File: src/rtl/ws2812_pkg.sv
// Shared definitions for the WS2812 frame streamer: FSM states, GRB layout,
// default timing for common clocks and the brightness scaling helpers.
package ws2812_pkg;

    typedef enum logic [2:0] {
        ST_IDLE,
        ST_PREFETCH,
        ST_WAIT,
        ST_SEND,
        ST_LATCH
    } state_t;

    localparam int unsigned G_LSB = 16;
    localparam int unsigned R_LSB = 8;
    localparam int unsigned B_LSB = 0;

    // 50 MHz: 400 ns / 800 ns highs, 1.26 us cell, 60 us latch
    localparam int unsigned T0H_50M    = 20;
    localparam int unsigned T1H_50M    = 40;
    localparam int unsigned TBIT_50M   = 63;
    localparam int unsigned TRESET_50M = 3000;

    localparam int unsigned T0H_25M    = 10;
    localparam int unsigned T1H_25M    = 20;
    localparam int unsigned TBIT_25M   = 32;
    localparam int unsigned TRESET_25M = 1500;

    // (c * (b + 1)) >> 8: b = 255 passes c through unchanged, b = 0 yields 0
    function automatic logic [7:0] scale_channel(input logic [7:0] c, input logic [7:0] b);
        logic [15:0] prod;
        prod = {8'd0, c} * ({8'd0, b} + 16'd1);
        return prod[15:8];
    endfunction

    function automatic logic [23:0] scale_grb(input logic [23:0] px, input logic [7:0] b);
        logic [23:0] res;
        res = '0;
        res[G_LSB +: 8] = scale_channel(px[G_LSB +: 8], b);
        res[R_LSB +: 8] = scale_channel(px[R_LSB +: 8], b);
        res[B_LSB +: 8] = scale_channel(px[B_LSB +: 8], b);
        return res;
    endfunction

endpackage

File: src/rtl/ws2812_bit_encoder.sv
// Emits one WS2812 bit cell of TBIT cycles per accepted bit; a new bit is
// accepted when idle or on the last cycle of the current cell.
module ws2812_bit_encoder #(
    parameter int unsigned T0H  = 20,
    parameter int unsigned T1H  = 40,
    parameter int unsigned TBIT = 63
) (
    input  logic clk,
    input  logic rst,
    input  logic bit_valid,
    input  logic bit_value,
    output logic dout,
    output logic bit_last,
    output logic bit_prefetch
);

    localparam int unsigned CW = $clog2(TBIT);

    logic          active;
    logic          val;
    logic [CW-1:0] cnt;

    assign bit_last     = active && (cnt == CW'(TBIT - 1));
    assign bit_prefetch = active && (cnt == '0);

    always_ff @(posedge clk or posedge rst) begin
        if (rst) begin
            active <= 1'b0;
            val    <= 1'b0;
            cnt    <= '0;
            dout   <= 1'b0;
        end else if (bit_valid && (!active || bit_last)) begin
            active <= 1'b1;
            val    <= bit_value;
            cnt    <= '0;
            dout   <= 1'b1;
        end else if (active) begin
            if (bit_last) begin
                active <= 1'b0;
                dout   <= 1'b0;
            end else begin
                cnt  <= cnt + CW'(1);
                dout <= (cnt + CW'(1)) < (val ? CW'(T1H) : CW'(T0H));
            end
        end
    end

endmodule

File: src/rtl/ws2812_frame_streamer.sv
// Streams NUM_LEDS brightness-scaled GRB pixels from an external one-cycle
// latency pixel source onto a WS2812 data line, one-shot or continuously.
module ws2812_frame_streamer
    import ws2812_pkg::*;
#(
    parameter int unsigned NUM_LEDS = 64,
    parameter int unsigned T0H      = T0H_50M,
    parameter int unsigned T1H      = T1H_50M,
    parameter int unsigned TBIT     = TBIT_50M,
    parameter int unsigned TRESET   = TRESET_50M
) (
    input  logic clk,
    input  logic rst,
    input  logic start,
    input  logic continuous,
    input  logic [7:0] bright,
    output logic pix_req,
    output logic [((NUM_LEDS > 1) ? $clog2(NUM_LEDS) : 1)-1:0] pix_addr,
    input  logic [23:0] pix_data,
    output logic dout,
    output logic busy,
    output logic done
);

    localparam int unsigned AW = (NUM_LEDS > 1) ? $clog2(NUM_LEDS) : 1;
    localparam int unsigned LW = (TRESET > 1) ? $clog2(TRESET) : 1;

    state_t        state;
    logic [7:0]    bright_q;
    logic [23:0]   sh;
    logic [23:0]   next_pix;
    logic [4:0]    bit_idx;
    logic [AW-1:0] pix_idx;
    logic [LW-1:0] lcnt;
    logic          cap_q;
    logic [23:0]   scaled;
    logic          last_pix;
    logic          bit_valid;
    logic          bit_value;
    logic          bit_last;
    logic          bit_prefetch;

    assign scaled   = scale_grb(pix_data, bright_q);
    assign last_pix = (pix_idx == AW'(NUM_LEDS - 1));

    // Next bit is offered on the last cycle of the running cell so cells abut
    always_comb begin
        bit_valid = 1'b0;
        bit_value = 1'b0;
        if (state == ST_WAIT) begin
            bit_valid = 1'b1;
            bit_value = scaled[23];
        end else if (state == ST_SEND && bit_last) begin
            if (bit_idx != 5'd0) begin
                bit_valid = 1'b1;
                bit_value = sh[bit_idx - 5'd1];
            end else if (!last_pix) begin
                bit_valid = 1'b1;
                bit_value = next_pix[23];
            end
        end
    end

    always_ff @(posedge clk or posedge rst) begin
        if (rst) begin
            state    <= ST_IDLE;
            bright_q <= '0;
            sh       <= '0;
            next_pix <= '0;
            bit_idx  <= '0;
            pix_idx  <= '0;
            lcnt     <= '0;
            cap_q    <= 1'b0;
            pix_req  <= 1'b0;
            pix_addr <= '0;
            busy     <= 1'b0;
            done     <= 1'b0;
        end else begin
            pix_req <= 1'b0;
            done    <= 1'b0;
            // Source answers one cycle after the strobe, i.e. the second cycle of bit 23
            cap_q   <= (state == ST_SEND) && pix_req && bit_prefetch;
            if (cap_q) next_pix <= scaled;

            case (state)
                ST_IDLE: begin
                    if (start) begin
                        state    <= ST_PREFETCH;
                        bright_q <= bright;
                        busy     <= 1'b1;
                        pix_req  <= 1'b1;
                        pix_addr <= '0;
                    end
                end
                ST_PREFETCH: state <= ST_WAIT;
                ST_WAIT: begin
                    sh      <= scaled;
                    bit_idx <= 5'd23;
                    pix_idx <= '0;
                    state   <= ST_SEND;
                    if (NUM_LEDS > 1) begin
                        pix_req  <= 1'b1;
                        pix_addr <= AW'(1);
                    end
                end
                ST_SEND: begin
                    if (bit_last) begin
                        if (bit_idx != 5'd0) begin
                            bit_idx <= bit_idx - 5'd1;
                        end else if (last_pix) begin
                            state <= ST_LATCH;
                            lcnt  <= '0;
                        end else begin
                            sh      <= next_pix;
                            bit_idx <= 5'd23;
                            pix_idx <= pix_idx + AW'(1);
                            if ((32'(pix_idx) + 32'd2) < NUM_LEDS) begin
                                pix_req  <= 1'b1;
                                pix_addr <= pix_idx + AW'(2);
                            end
                        end
                    end
                end
                ST_LATCH: begin
                    if (lcnt == LW'(TRESET - 1)) begin
                        done <= 1'b1;
                        if (continuous) begin
                            state    <= ST_PREFETCH;
                            bright_q <= bright;
                            pix_req  <= 1'b1;
                            pix_addr <= '0;
                        end else begin
                            state <= ST_IDLE;
                            busy  <= 1'b0;
                        end
                    end else begin
                        lcnt <= lcnt + LW'(1);
                    end
                end
                default: state <= ST_IDLE;
            endcase
        end
    end

    ws2812_bit_encoder #(
        .T0H  (T0H),
        .T1H  (T1H),
        .TBIT (TBIT)
    ) u_enc (
        .clk          (clk),
        .rst          (rst),
        .bit_valid    (bit_valid),
        .bit_value    (bit_value),
        .dout         (dout),
        .bit_last     (bit_last),
        .bit_prefetch (bit_prefetch)
    );

endmodule

File: config.mk
export PLATFORM = sky130hd
export DESIGN_NAME = ws2812_frame_streamer
export DESIGN_NICKNAME = d
export VERILOG_FILES = /design/src/rtl/ws2812_pkg.sv /design/src/rtl/ws2812_bit_encoder.sv /design/src/rtl/ws2812_frame_streamer.sv
export SDC_FILE = /design/constraint.sdc
export NUM_CORES = 1
export LEC_CHECK = 0
export ABC_AREA = 1
export BUFFER_PORTS_ARGS = -buffer_cell sky130_fd_sc_hd__buf_2
export CORE_AREA = 3 3 212 152
export CTS_CLUSTER_DIAMETER = 200
export DETAILED_ROUTE_END_ITERATION = 6
export DIE_AREA = 0 0 215 155
export PLACE_DENSITY = 0.6
export SETUP_SLACK_MARGIN = 0.02
export SLEW_MARGIN = 15
export SYNTH_ARGS = -nofsm -noshare
export SYNTH_HDL_FRONTEND = slang
export SYNTH_SLANG_ARGS = --single-unit
File: constraint.sdc
create_clock -name clk -period 5.1 [get_ports clk]
set_input_delay 0 -clock clk [delete_from_list [all_inputs] [get_ports clk]]
set_output_delay 0 -clock clk [all_outputs]
set_load 0.01 [all_outputs]
# Word level (Yosys, flattened, before mapping)
# Cells that the tools add are included.
[op_classes]
magnitude_cmp = 3
muxes = 70
n_eq_ne = 19
n_reduce_logical = 24
n_addsub = 7
multipliers = 3
[op_table]
columns = ["cell", "n"]
rows = [
  ["$mux W6", 14],
  ["$mux W24", 3],
  ["$mux W12", 4],
  ["$pmux W24 S2", 1],
  ["$mul A8 B16 Y16", 2],
  ["$mux W1", 28],
  ["$mux W8", 3],
  ["$pmux W12 S2", 1],
  ["$pmux W6 S4", 1],
  ["$ne A2 B2 Y1 const B", 9],
  ["$mul A8 B9 Y16", 1],
  ["$pmux W8 S2", 1],
  ["$mux W3", 5],
  ["$mux W5", 3],
  ["$pmux W3 S5", 1],
  ["$add A12 B1 Y12 const B", 1],
  ["$add A6 B1 Y6 const B", 2],
  ["$eq A12 B12 Y1 const B", 1],
  ["$eq A6 B6 Y1 const B", 2],
  ["$pmux W6 S2", 1],
  ["$reduce_and A4 Y1", 3],
  ["$pmux W5 S2", 1],
  ["$reduce_and A5 Y1", 2],
  ["$add A8 B1 Y9 const B", 1],
  ["25 further kinds", 35],
]
[word_totals]
reg_bits = 101
input_bits = 36
elab_cells = 142
output_inout_bits = 10

# Depth between registers and ports, before layout
[logic_depth]
ltp_word = 8
mapped_depth = 29
depth_no_buf = 28

# Cells and area by module
# From an unflattened synthesis, not the netlist that was laid out.
[hier_totals]
cells_unflattened = 1722
area_unflattened_um2 = 12364.4
[by_module_without_submodules]
columns = ["mod", "cells_per_inst", "n_inst", "seq_area_each_um2", "area_per_inst_um2"]
rows = [
  ["ws2812_frame_streamer", 1646, 1, 2302.2, 11726.2],
  ["ws2812_bit_encoder", 76, 1, 225.2, 638.1],
]

# Worst setup path after synthesis
# No wires, ideal clock.
[synth_path]
path_type = "reg2reg"
startpoint = "reg bright_q[0]"
endpoint = "reg sh[23]"
n_path_buf = 1
setup_time_ns = 0.126
stages_incl_launch_ff = 26
path_slack_ns = 0.259
t_arrival_ns = 4.715
synth_period_minus_slack_ns = 4.841
path_cell_list = "dfrtp_1 -> ha_1 -> nand2_1 -> nor2_1 -> inv_1 -> nor2_1 -> nand3_1 -> nand2_1 -> buf_2 -> nor2_1 -> fa_1 -> fa_1 -> fa_1 -> inv_1 -> fa_1 -> inv_1 -> ha_1 -> nand2_1 -> nor4_1 -> nand2_1 -> nand2_1 -> nand2_1 -> nand2_1 -> nand2_1 -> nand2_1 -> o21ai_0"
[synth_between]
elab_chain_cells = 3
[synth_lines]
columns = ["element", "line_no", "source"]
rows = [
  ["start: declaration", "ws2812_frame_streamer.sv:29", "logic [7:0] bright_q;"],
  ["start signal: assignment", "ws2812_frame_streamer.sv:89", "bright_q <= bright;"],
  ["start signal: assignment", "ws2812_frame_streamer.sv:129", "bright_q <= bright;"],
  ["$add A8 B1 Y9", "ws2812_pkg.sv:31", "prod = {8'd0, c} * ({8'd0, b} + 16'd1);"],
  ["$mul A8 B16 Y16", "ws2812_pkg.sv:31", ""],
  ["$pmux W24 S2", "ws2812_frame_streamer.sv:85", "case (state)"],
  ["end signal: assignment", "ws2812_frame_streamer.sv:97", "sh <= scaled;"],
  ["end signal: assignment", "ws2812_frame_streamer.sv:114", "sh <= next_pix;"],
  ["end: declaration", "ws2812_frame_streamer.sv:30", "logic [23:0] sh;"],
]
# No other way between the ends.
# A chain may end at the register's enable or synchronous reset.

# Worst setup path in the final report
[layout_path]
startpoint = "reg bright_q[1]"
endpoint = "reg sh[23]"
# Same word-level chain as after synthesis.

==> qor.csv <==
metric,value,unit
slew_headroom,0.458,
antenna_cells,0,
io_pins,46,
die_h,155,um
dr.pass1.iters,5,
synth_seq_area_share,0.209,
top_usage_layer,met2,
crit_path_start_kind,flip-flop,
drive_above_1_share,0.151,
vias_per_cell,4.98,
synth_seq_cells,101,
avgSynthCellArea,7.36,um2
ys_types,48,
fin_worst_skew,10.8,ps
synth-edff-count,0,
arrival,5140,ps
yosysWarnings,0,
seq_area,2530,um2
drt_iter0_markers,742,
critPathTopFamily,adder cells,
use_met3,0.0252,
chipWidth,215,um
cts_tree,built,
rows,53,
gr-usage-met2,0.302,
die_area,33300,um2
cts_sinks,101,
wire_per_inst,14.9,um
portBuffers,45,
synthFlopType,dfrtp_1,
grt_setup_unrepaired,yes,
cts_buffer_depth,2,
rr_startpoint,bright_q[1],
min_from,pix_data[8],
crit_cells,25,
setup_viol,0,
slowest_stage,fa_1,
cp_num_buf_inv,4,
hold_path_class,input port to flip-flop,
gp_congestion,0.896,
crit_fanout,6,
dp_slack,-48.3,ps
grt_pass1_wl,52000,um
grt-ovfl-total,0,
tightest_slew,811,ps
grt_max_degree,58,
final.setup.worst_slack,195,ps
final_nets,2002,
outcome,"complete, no violations",
final_util,0.469,
clk_latency,360,ps
period_needed,4900,ps
finalWirelength,32200,um
rr_worst_depth,25,
mostFrequentLayoutCells,"361 x nand2_1, 285 x inv_1, 234 x nor2_1",
startpoint,bright_q[1],
finalMaxSlewViolations,0,
syn2layout_area_growth,16.5,%
use_met1,0.279,
antenna_found_initial,0,
drc,0,
required,5340,ps
multi_input_area,8650,um2
root_buffer,clkbuf_16,
fmax,0.204,GHz
finalHoldViolCount,0,
crit_type,flip-flop to flip-flop,
cp-end-kind,flip-flop,
coreArea,30000,um2
fillCellCount,2971,
cpMostUsedCell,nand2_1,
period_share,0.962,
cts_max_level,3,
final_common_cell,nand2_1,
syn_nets,1908,
syn_area,12100,um2
cts_buffers,9,
syn_inst,1645,
cp_slowest_stage_delay,570,ps
holdWs,321,ps
maxCapViolations,0,
grt_pass1_vias,10552,
gr-usage-all-layers,0.189,
start_util,0.403,
hpwl,24700,um
postSynth.asyncResetShare,1.00,
clk_pin_slew,80,ps
drtAntennaViolNets,0,
vias,10727,
whs_path_depth,7,
[kinds of logic (layout without fill, tap and decap cells)]
| group | count (synthesis) | after routing | share of synthesized area |
|---|---|---|---|
| AO/OA/AOI/OAI | 163 | 163 | 0.0787 |
| XOR/XNOR | 28 | 28 | 0.0203 |
| adder cells (fa/ha/maj) | 227 | 227 | 0.309 |
| buffers and inverters | 348 | 447 | 0.115 |
| flip-flops | 101 | 101 | 0.209 |
| AND/OR/NAND/NOR | 778 | 778 | 0.268 |
[worst min-delay path, cell delays in order]
cell and delay, ps:
buf_2 130, nand4_1 100, nor2_1 50, nand3_1 100, nand2_1 70, nand2_1 100, a31oi_1 100
[routing by layer]
layer	share of wire	vias to the layer above
met4	0.011	0
li1	-	5268
met2	0.44	233
met3	0.053	24
met5	0	-
met1	0.50	5202
[area by class of cell]
cell class              instances  area share
repair buffers                117      0.0656
clock buffers                  10      0.0162
multi-input cells            1196       0.614
inverters                     314      0.0850
flip-flops and latches        101       0.179
well taps                     412      0.0366
clock inverters                 6     0.00337
[path summary, 6_finish.rpt]
| path | endpoint | slack [ps] |
|---|---|---|
| min in group asynchronous | u_enc.cnt[2] | 340 |
| max in group asynchronous | next_pix[0] | 3650 |
| setup / recovery | sh[23] | 200 |
| hold / removal | next_pix[12] | 320 |
| setup reg to reg | sh[23] | 200 |
| hold reg to reg | sh[11] | 490 |
[flip-flops by register name, summed over array words and instances, names as in the netlist, 3 cells and up]
name	count
state	3
u_enc.cnt	6
lcnt	12
sh	24
next_pix	24
pix_idx	6
pix_addr	6
bright_q	8
bit_idx	5
[metrics by stage]
step / instances / cell area [um2] / TNS (ps)
after CTS: 2134 / 13400 / 0
after detailed placement: 2106 / 13000 / -173
after global routing: 2156 / 14100 / -741
after global placement: 2106 / 13000 / -24.1
after floorplan: 1645 / 12100 / 0
final: 2156 / 14100 / 0
[cell usage after synthesis, drive strengths merged (3+ instances only)]
library cell	instances	area (um2)
xnor2	8	70.1
or2	3	21.3
nor2	266	1100
a21oi	69	372
o22ai	4	25.0
o31ai	4	35.0
o211ai	3	36.3
nor3	16	85.1
nand4	11	68.8
ha	107	1340
xor2	20	175
o21a	3	22.5
inv	311	1180
nand2	383	1460
buf	20	149
o21ai	50	258
fa	120	2400
nor4	3	18.8
clkbuf	14	52.6
o21bai	9	67.6
nand3	93	475
clkinv	3	11.3
a31oi	18	113
dfrtp	101	2530
[repair_timing]
item,4_1_cts,5_1_grt
gates resized for setup,5,112
endpoints found under the hold margin,66,0
endpoints found under the setup margin,22,44
buffers inserted,1,18
hold buffers,11,0
pin swaps,0,57
cloned,0,4
Power is left out: the tool's default activity adds up to more than one toggle a clock period on the data nets, which glitch-free logic cannot reach.
